`src/rtl/cacheline_burst_adaptor.sv`:
```
// rtl/cacheline_burst_adaptor.sv - 256-bit cache line to 4-beat 64-bit memory burst adaptor
module cacheline_burst_adaptor #(
  parameter int s_line    = 256,
  parameter int s_burst   = 64,
  parameter int s_offset  = 5,
  parameter int num_beats = s_line / s_burst
) (
  input  logic               clk,
  input  logic               rst,
  input  logic [s_line-1:0]  line_i,
  output logic [s_line-1:0]  line_o,
  input  logic [31:0]        address_i,
  input  logic               read_i,
  input  logic               write_i,
  output logic               resp_o,
  input  logic [s_burst-1:0] burst_i,
  output logic [s_burst-1:0] burst_o,
  output logic [31:0]        address_o,
  output logic               read_o,
  output logic               write_o,
  input  logic               resp_i
);

  localparam int cnt_w = $clog2(num_beats);

  typedef enum logic [1:0] {IDLE, RD, WR, DONE} state_t;

  state_t             state, state_nxt;
  logic [cnt_w-1:0]   count, count_nxt;
  logic [s_line-1:0]  buffer, buffer_nxt;
  logic [s_line-1:0]  line_nxt;
  logic [s_burst-1:0] burst_nxt;
  logic [31:0]        address_nxt;
  logic               read_nxt, write_nxt, resp_nxt;
  logic               last_beat;

  // Offset bits never reach memory; the line address is always aligned.
  logic unused_addr_bits;
  assign unused_addr_bits = ^address_i[s_offset-1:0];

  assign last_beat = (count == cnt_w'(num_beats - 1));

  // State register; reset mid-burst abandons the transfer.
  always_ff @(posedge clk or negedge rst) begin
    if (!rst) state <= IDLE;
    else      state <= state_nxt;
  end

  // Next-state logic: read wins over write, beat 3 handshake ends a burst.
  always_comb begin
    state_nxt = state;
    case (state)
      IDLE: begin
        if (read_i)       state_nxt = RD;
        else if (write_i) state_nxt = WR;
      end
      RD:      if (resp_i && last_beat) state_nxt = DONE;
      WR:      if (resp_i && last_beat) state_nxt = DONE;
      DONE:    state_nxt = IDLE;
      default: state_nxt = IDLE;
    endcase
  end

  // Output logic: next values for the registered datapath and outputs.
  always_comb begin
    count_nxt   = count;
    buffer_nxt  = buffer;
    line_nxt    = line_o;
    burst_nxt   = burst_o;
    address_nxt = address_o;
    read_nxt    = read_o;
    write_nxt   = write_o;
    resp_nxt    = 1'b0;
    case (state)
      IDLE: begin
        if (read_i) begin
          address_nxt = {address_i[31:s_offset], {s_offset{1'b0}}};
          read_nxt    = 1'b1;
          count_nxt   = '0;
        end else if (write_i) begin
          address_nxt = {address_i[31:s_offset], {s_offset{1'b0}}};
          buffer_nxt  = line_i;
          burst_nxt   = line_i[s_burst-1:0];
          write_nxt   = 1'b1;
          count_nxt   = '0;
        end
      end
      RD: begin
        if (resp_i) begin
          buffer_nxt[count*s_burst +: s_burst] = burst_i;
          count_nxt = count + 1'b1;
          if (last_beat) begin
            read_nxt = 1'b0;
            line_nxt = buffer_nxt;
            resp_nxt = 1'b1;
          end
        end
      end
      WR: begin
        if (resp_i) begin
          count_nxt = count + 1'b1;
          if (last_beat) begin
            write_nxt = 1'b0;
            resp_nxt  = 1'b1;
          end else begin
            burst_nxt = buffer[count_nxt*s_burst +: s_burst];
          end
        end
      end
      default: ;
    endcase
  end

  // Datapath and output registers.
  always_ff @(posedge clk or negedge rst) begin
    if (!rst) begin
      count     <= '0;
      buffer    <= '0;
      line_o    <= '0;
      burst_o   <= '0;
      address_o <= '0;
      read_o    <= 1'b0;
      write_o   <= 1'b0;
      resp_o    <= 1'b0;
    end else begin
      count     <= count_nxt;
      buffer    <= buffer_nxt;
      line_o    <= line_nxt;
      burst_o   <= burst_nxt;
      address_o <= address_nxt;
      read_o    <= read_nxt;
      write_o   <= write_nxt;
      resp_o    <= resp_nxt;
    end
  end

endmodule
```
`config.mk`:
```
export PLATFORM = sky130hd
export DESIGN_NAME = cacheline_burst_adaptor
export DESIGN_NICKNAME = d
export VERILOG_FILES = /design/src/rtl/cacheline_burst_adaptor.sv
export SDC_FILE = /design/constraint.sdc
export NUM_CORES = 1
export LEC_CHECK = 0
export BUFFER_PORTS_ARGS = -buffer_cell sky130_fd_sc_hd__buf_2
export CAP_MARGIN = 20
export CORE_AREA = 2 2 278 280
export DETAILED_ROUTE_END_ITERATION = 16
export DIE_AREA = 0 0 280 282
export PLACE_DENSITY = 0.69
export RECOVER_POWER = 100
export SLEW_MARGIN = 20
export SYNTH_ARGS = -nofsm -noshare
export SYNTH_HDL_FRONTEND = slang
export SYNTH_SLANG_ARGS = --single-unit
export TNS_END_PERCENT = 50
```
`constraint.sdc`:
```
create_clock -name clk -period 2.2 [get_ports clk]
set_input_delay 0.22 -clock clk [delete_from_list [all_inputs] [get_ports clk]]
set_output_delay 0.22 -clock clk [all_outputs]
set_load 0.02 [all_outputs]
```
==> results.py, run 1 <==
metrics = {
    "synthesis": {
        "netlist_instances": 2840,
        "synth.avg_cell_area_um2": 10.2,
        "synthSimpleGateAreaFrac_pct": 13.5,
        "synth_edf_count": 0,
        "synth_area_um2": 29100,
        "synth_top_family_by_area": "compound AO/OA/AOI/OAI gates",
        "yosys.area_share.xor_xnor_pct": 0,
        "yosysUniqueCellTypes": 46,
        "synth_seq_cells": 610,
        "synth_ff_type": "dfrtp_1",
        "synth_compound_area_share_pct": 22.6,
        "synthArstFlopShare_pct": 100,
        "yosysWarnings": 0,
        "yosysSeqAreaShare_pct": 52.5,
        "synthMuxAreaShare_pct": 5.49,
        "synth_fa_ha_area_share_pct": 0.344,
    },
    "sta": {
        "rsz0062_at_grt": "true",
        "slew_headroom_pct": 18.6,
        "setup_tns_ns": 0,
        "worstMarginPinSlew_ns": 1.22,
        "hold_violations": 0,
        "setup_ws_ns": 0.0596,
        "holdWs_ns": 0.0232,
        "fin_crit_ns": 2.14,
        "clock_skew_ns": 0.0375,
        "max_clock_freq_mhz": 467,
        "setup_viol": 0,
        "slew_viol_final": 0,
        "post-route-period-util_pct": 97.3,
    },
    "clocking": {
        "tritoncts": "built",
        "cts_max_path_buffers": 3,
        "cts-buffers-inserted": 69,
        "insertion_delay_ns": 0.62,
        "clk_pin_slew_ns": 0.06,
        "h-tree-depth": 3,
        "clock_sinks": 610,
        "root_buffer": "clkbuf_16",
    },
    "placed_design": {
        "gp_congestion": 0.867,
        "place_ws_ns": -0.00157,
        "port_buffers": 701,
        "post-dp-hpwl_um": 77300,
        "placed_cells": 4378,
    },
    "floorplan": {
        "die_w_um": 280,
        "core_um2": 75700,
        "dieArea_um2": 79000,
        "rows": 101,
        "ioPinCount": 712,
        "die_h_um": 282,
        "start_util_pct": 38.4,
    },
    "setup_path": {
        "arrival_ns": 2.68,
        "cp-start-kind": "register",
        "critPathKind": "register to register",
        "crit_fanout": 91,
        "critPathCaptureType": "register",
        "cp.required_ns": 2.74,
    },
    "grt": {
        "grt_max_degree": 96,
        "antenna_found_initial": 12,
        "gr-total-overflow": 0,
        "grt_pass1_wl_um": 178000,
        "grt_pass1_vias": 28066,
        "grt_usage_pct": 29.6,
    },
    "routing": {
        "wirelength_um": 121000,
        "vias_per_cell": 5.83,
        "wire_per_inst_um": 25.0,
        "drt_pass1_iterations": 5,
        "drc": 0,
        "via_count": 28075,
        "drt_iter0_markers": 2641,
        "final_antenna_net_count": 0,
    },
    "job": {
        "max_cap_violations": 0,
    },
    "pwr": {
        "p_leak_nw": 17.8,
        "power.density_nw_per_um2": 1510,
        "p_total_mw": 59.1,
        "ir_drop_mv": 1.03,
    },
    "finish": {
        "area_delta_synth_final_pct": 34.3,
        "finalNetCount": 4146,
        "fin_cells": 4817,
        "drive_gt1_share_pct": 16.9,
    },
    "hold_path": {
        "min_path_type": "input pin to register",
    },
    "outcome": {
        "status": "complete, no violations",
    },
}
-- critical path, cell delays in order, from the launching register on --
cell	delay (ns)
dfrtp_1	0.40
inv_1	0.17
ha_4	0.21
nand2_1	0.14
a22o_4	0.34
buf_12	0.22
a211oi_1	0.34
a21o_1	0.12
-- power by group --
part	internal (mW)	switching (mW)	total, mW
clock network	6.67	4.97	11.6
registers	16.4	3.68	20.1
logic	10.1	17.3	27.4
-- flip-flops by register name, summed over array words and instances (netlist names), 2 cells and up --
signal and flops:
address_o 27, buffer 256, burst_o 64, count 2, line_o 256, state 2
-- cells by family after synthesis --
kind of cell | Yosys count
compound gates | 872
other cells | 1
flops | 610
fa+ha+maj | 8
simple gates | 856
mux | 156
buf+inv | 337
-- what timing repair did --
action	in CTS	in global routing
gates cloned	0	2
setup endpoints to repair	19	176
hold endpoints to repair	424	0
hold buffers	297	0
gates resized for setup	6	12
buffers inserted	0	11
pin swaps	0	1
-- stage by stage --
stage	area (um2)	util (%)
final	39100	51.6
after global routing	39100	51.6
after CTS	39500	52.2
after detailed placement	34200	45.2
after global placement	34200	45.2
after floorplan	29100	-
-- final cells by class --
| class | count | area, um2 |
|---|---|---|
| repair buffers | 1131 | 7590 |
| fillers | 6855 | 36600 |
| clock buffers | 104 | 2060 |
| multi-input cells | 1897 | 12400 |
| diodes | 4 | 10.0 |
| inverters | 72 | 275 |
| flip-flops and latches | 610 | 15300 |
| well taps | 978 | 1220 |
| clock inverters | 21 | 216 |
-- routing by layer --
| metal | global-route usage (%) | up-vias | share of wire (%) |
|---|---|---|---|
| li1 | - | 12156 | - |
| met1 | 37.2 | 13933 | 39 |
| met2 | 48.9 | 1627 | 48 |
| met3 | 7.01 | 343 | 9.3 |
| met4 | 12.8 | 16 | 4.4 |
| met5 | 0 | - | 0.095 |
-- cell usage in the layout, fill, tap and decap left out, types with 72 or more instances in the layout --
cell / n
dfrtp_1: 609
o21ai_0: 72
buf_2: 352
nand2_1: 76
nor2b_1: 129
a221oi_1: 127
clkbuf_16: 73
mux2i_1: 129
dlygate4sd3_1: 297
a22o_1: 84
nor2_1: 513
and2_1: 106
a21oi_1: 130
clkbuf_1: 380
a221o_1: 127
-- cells in the mapped netlist (all sizes together), types with 27 or more instances --
| cell | count | share of area [%] |
|---|---|---|
| nand2 | 77 | 0.99 |
| a221oi | 128 | 3.9 |
| a211oi | 65 | 1.8 |
| a22o | 85 | 2.6 |
| mux2 | 27 | 1.0 |
| mux2i | 129 | 4.4 |
| inv | 72 | 0.93 |
| o21ai | 72 | 1.2 |
| a221o | 127 | 4.4 |
| a21oi | 131 | 2.3 |
| a21o | 66 | 1.7 |
| a31oi | 65 | 1.4 |
| clkbuf | 116 | 1.5 |
| dfrtp | 610 | 52 |
| o22ai | 65 | 1.4 |
| o2bb2ai | 64 | 1.9 |
| nor2 | 514 | 6.6 |
| nor2b | 130 | 2.8 |
| and2 | 108 | 2.3 |
| buf | 149 | 3.2 |
-- worst paths after layout --
| kind | to | startpoint | slack, ns | depth (start not counted) |
|---|---|---|---|---|
| min | buffer[34] | line_i[34] | 0.02 | 4 |
| max | buffer[35] | state[1] | 0.06 | 7 |
| min in group asynchronous | buffer[59] | rst | 0.42 | 2 |
| max reg2reg | buffer[35] | state[1] | 0.06 | 7 |
| min reg2reg | line_o[13] | line_o[13] | 0.48 | 2 |
| max in group asynchronous | buffer[219] | rst | 0.30 | 3 |
No activity file was read; power rests on OpenSTA's default activity.
==> inputs of run 2 (changes only) <==
RECOVER_POWER = 50   (was 100)
==> results.py, run 2 (synthesis results as in run 1) <==
metrics = {
    "outcome": {
        "status": "complete, no violations",
    },
    "hold_path": {
        "min_path_type": "input pin to register",
    },
    "floorplan": {
        "ioPinCount": 712,
        "core_um2": 75700,
        "die_h_um": 282,
        "die_w_um": 280,
        "start_util_pct": 38.4,
        "rows": 101,
        "dieArea_um2": 79000,
    },
    "finish": {
        "drive_gt1_share_pct": 21.7,
        "regArea_um2": 15300,
        "final_common_cell": "dfrtp_1",
        "multiInputGateArea_um2": 12400,
        "fill_cells": 6756,
        "top_regs": "buffer x256, line_o x256, burst_o x64",
        "layout_common_cells": "609 x dfrtp_1, 532 x buf_2, 513 x nor2_1, 297 x dlygate4sd3_1, 199 x clkbuf_1",
        "final_core_util_pct": 51.9,
        "fin_cells": 4817,
        "area_delta_synth_final_pct": 35.1,
        "stdcell_area_um2": 39300,
        "finalNetCount": 4146,
    },
    "setup_path": {
        "cpPeakStageDelay_ns": 0.41,
        "crit_slowest_cell": "dfrtp_1",
        "cp-start-kind": "register",
        "critPathKind": "register to register",
        "cp.required_ns": 2.74,
        "arrival_ns": 2.67,
        "critPathCaptureType": "register",
        "crit_fanout": 91,
        "crit_chain": "inv_1, ha_4, nand2_1, a22o_4, buf_12, a211oi_1, a21o_1",
    },
    "clocking": {
        "cts_max_path_buffers": 3,
        "insertion_delay_ns": 0.62,
        "clk_pin_slew_ns": 0.06,
        "clock_sinks": 610,
        "cts-buffers-inserted": 69,
        "h-tree-depth": 3,
        "tritoncts": "built",
        "root_buffer": "clkbuf_16",
    },
    "sta": {
        "setup_tns_ns": 0,
        "setup_ws_ns": 0.0696,
        "fin_crit_ns": 2.13,
        "rsz0062_at_grt": "true",
        "post-route-period-util_pct": 96.8,
        "worstMarginPinSlew_ns": 1.21,
        "holdWs_ns": 0.0225,
        "clock_skew_ns": 0.0373,
        "hold_violations": 0,
        "max_clock_freq_mhz": 469,
        "slew_viol_final": 0,
        "slew_headroom_pct": 19.3,
        "setup_viol": 0,
    },
    "placed_design": {
        "gp_congestion": 0.867,
        "dpl-instance-area_um2": 34200,
        "port_buffers": 701,
        "place_ws_ns": -0.00157,
        "post-dp-hpwl_um": 77300,
        "placed_cells": 4378,
    },
    "routing": {
        "drt_pass1_iterations": 7,
        "wirelength_um": 120000,
        "drc": 0,
        "drt_iter0_markers": 2668,
        "vias_per_cell": 5.83,
        "wire_per_inst_um": 25.0,
        "final_antenna_net_count": 0,
        "via_count": 28092,
    },
    "job": {
        "max_cap_violations": 0,
    },
    "grt": {
        "antenna_found_initial": 12,
        "gr-total-overflow": 0,
        "grt_pass1_wl_um": 178000,
        "grt_max_degree": 96,
        "grt_pass1_vias": 28066,
        "grt_usage_pct": 29.6,
    },
    "pwr": {
        "power.density_nw_per_um2": 1510,
        "p_leak_nw": 18.4,
        "ir_drop_mv": 1.04,
        "p_total_mw": 59.5,
    },
}
-- run 2: path summary, 6_finish.rpt --
path,startpoint,to,slack [ns],cells after the start
hold reg to reg,line_o[13],line_o[13],0.48,2
setup / recovery,state[1],buffer[35],0.07,7
max in group asynchronous,rst,buffer[219],0.32,3
setup reg to reg,state[1],buffer[35],0.07,7
hold / removal,line_i[34],buffer[34],0.02,4
min in group asynchronous,rst,buffer[59],0.42,2
-- run 2: critical path: cells and delay by family (launching register included) --
kind | cells | cell delay, ns
AOI/OAI and AO/OA | 3 | 0.77
DFF | 1 | 0.41
buffers and inverters | 2 | 0.39
adders and majority gates | 1 | 0.21
and+or+nand+nor | 1 | 0.14
-- run 2: report_power, final --
part	internal [mW]	switching, mW
sequential	16.4	3.65
clock	6.67	4.98
combinational	10.5	17.3
total	33.6	25.9
-- run 2: layer usage --
| layer | global-route usage [%] | share of wire [%] | wire length, um | vias to the layer above |
|---|---|---|---|---|
| li1 | - | - | - | 12164 |
| met1 | 37.2 | 38 | 46300 | 13902 |
| met2 | 48.9 | 48 | 57400 | 1662 |
| met3 | 7.01 | 9.3 | 11300 | 348 |
| met4 | 12.8 | 4.5 | 5380 | 16 |
| met5 | 0 | 0.095 | 114 | - |
-- run 2: final cells by class --
| cell class | instances | area share, % |
|---|---|---|
| Clock inverter | 21 | 0.551 |
| Multi-Input combinational cell | 1897 | 31.6 |
| Antenna cell | 4 | 0.0255 |
| Sequential cell | 610 | 38.9 |
| Inverter | 72 | 0.701 |
| Clock buffer | 104 | 5.24 |
| Tap cell | 978 | 3.11 |
| Timing Repair Buffer | 1131 | 19.9 |
-- run 2: repair_timing --
item                                   in CTS  in global routing
gates cloned                                0                  2
setup endpoints to repair                  19                176
resized for setup                           6                 12
endpoints found under the hold margin     424                  0
pin swaps                                   0                  1
buffers inserted                            0                 11
hold buffers                              297                  0
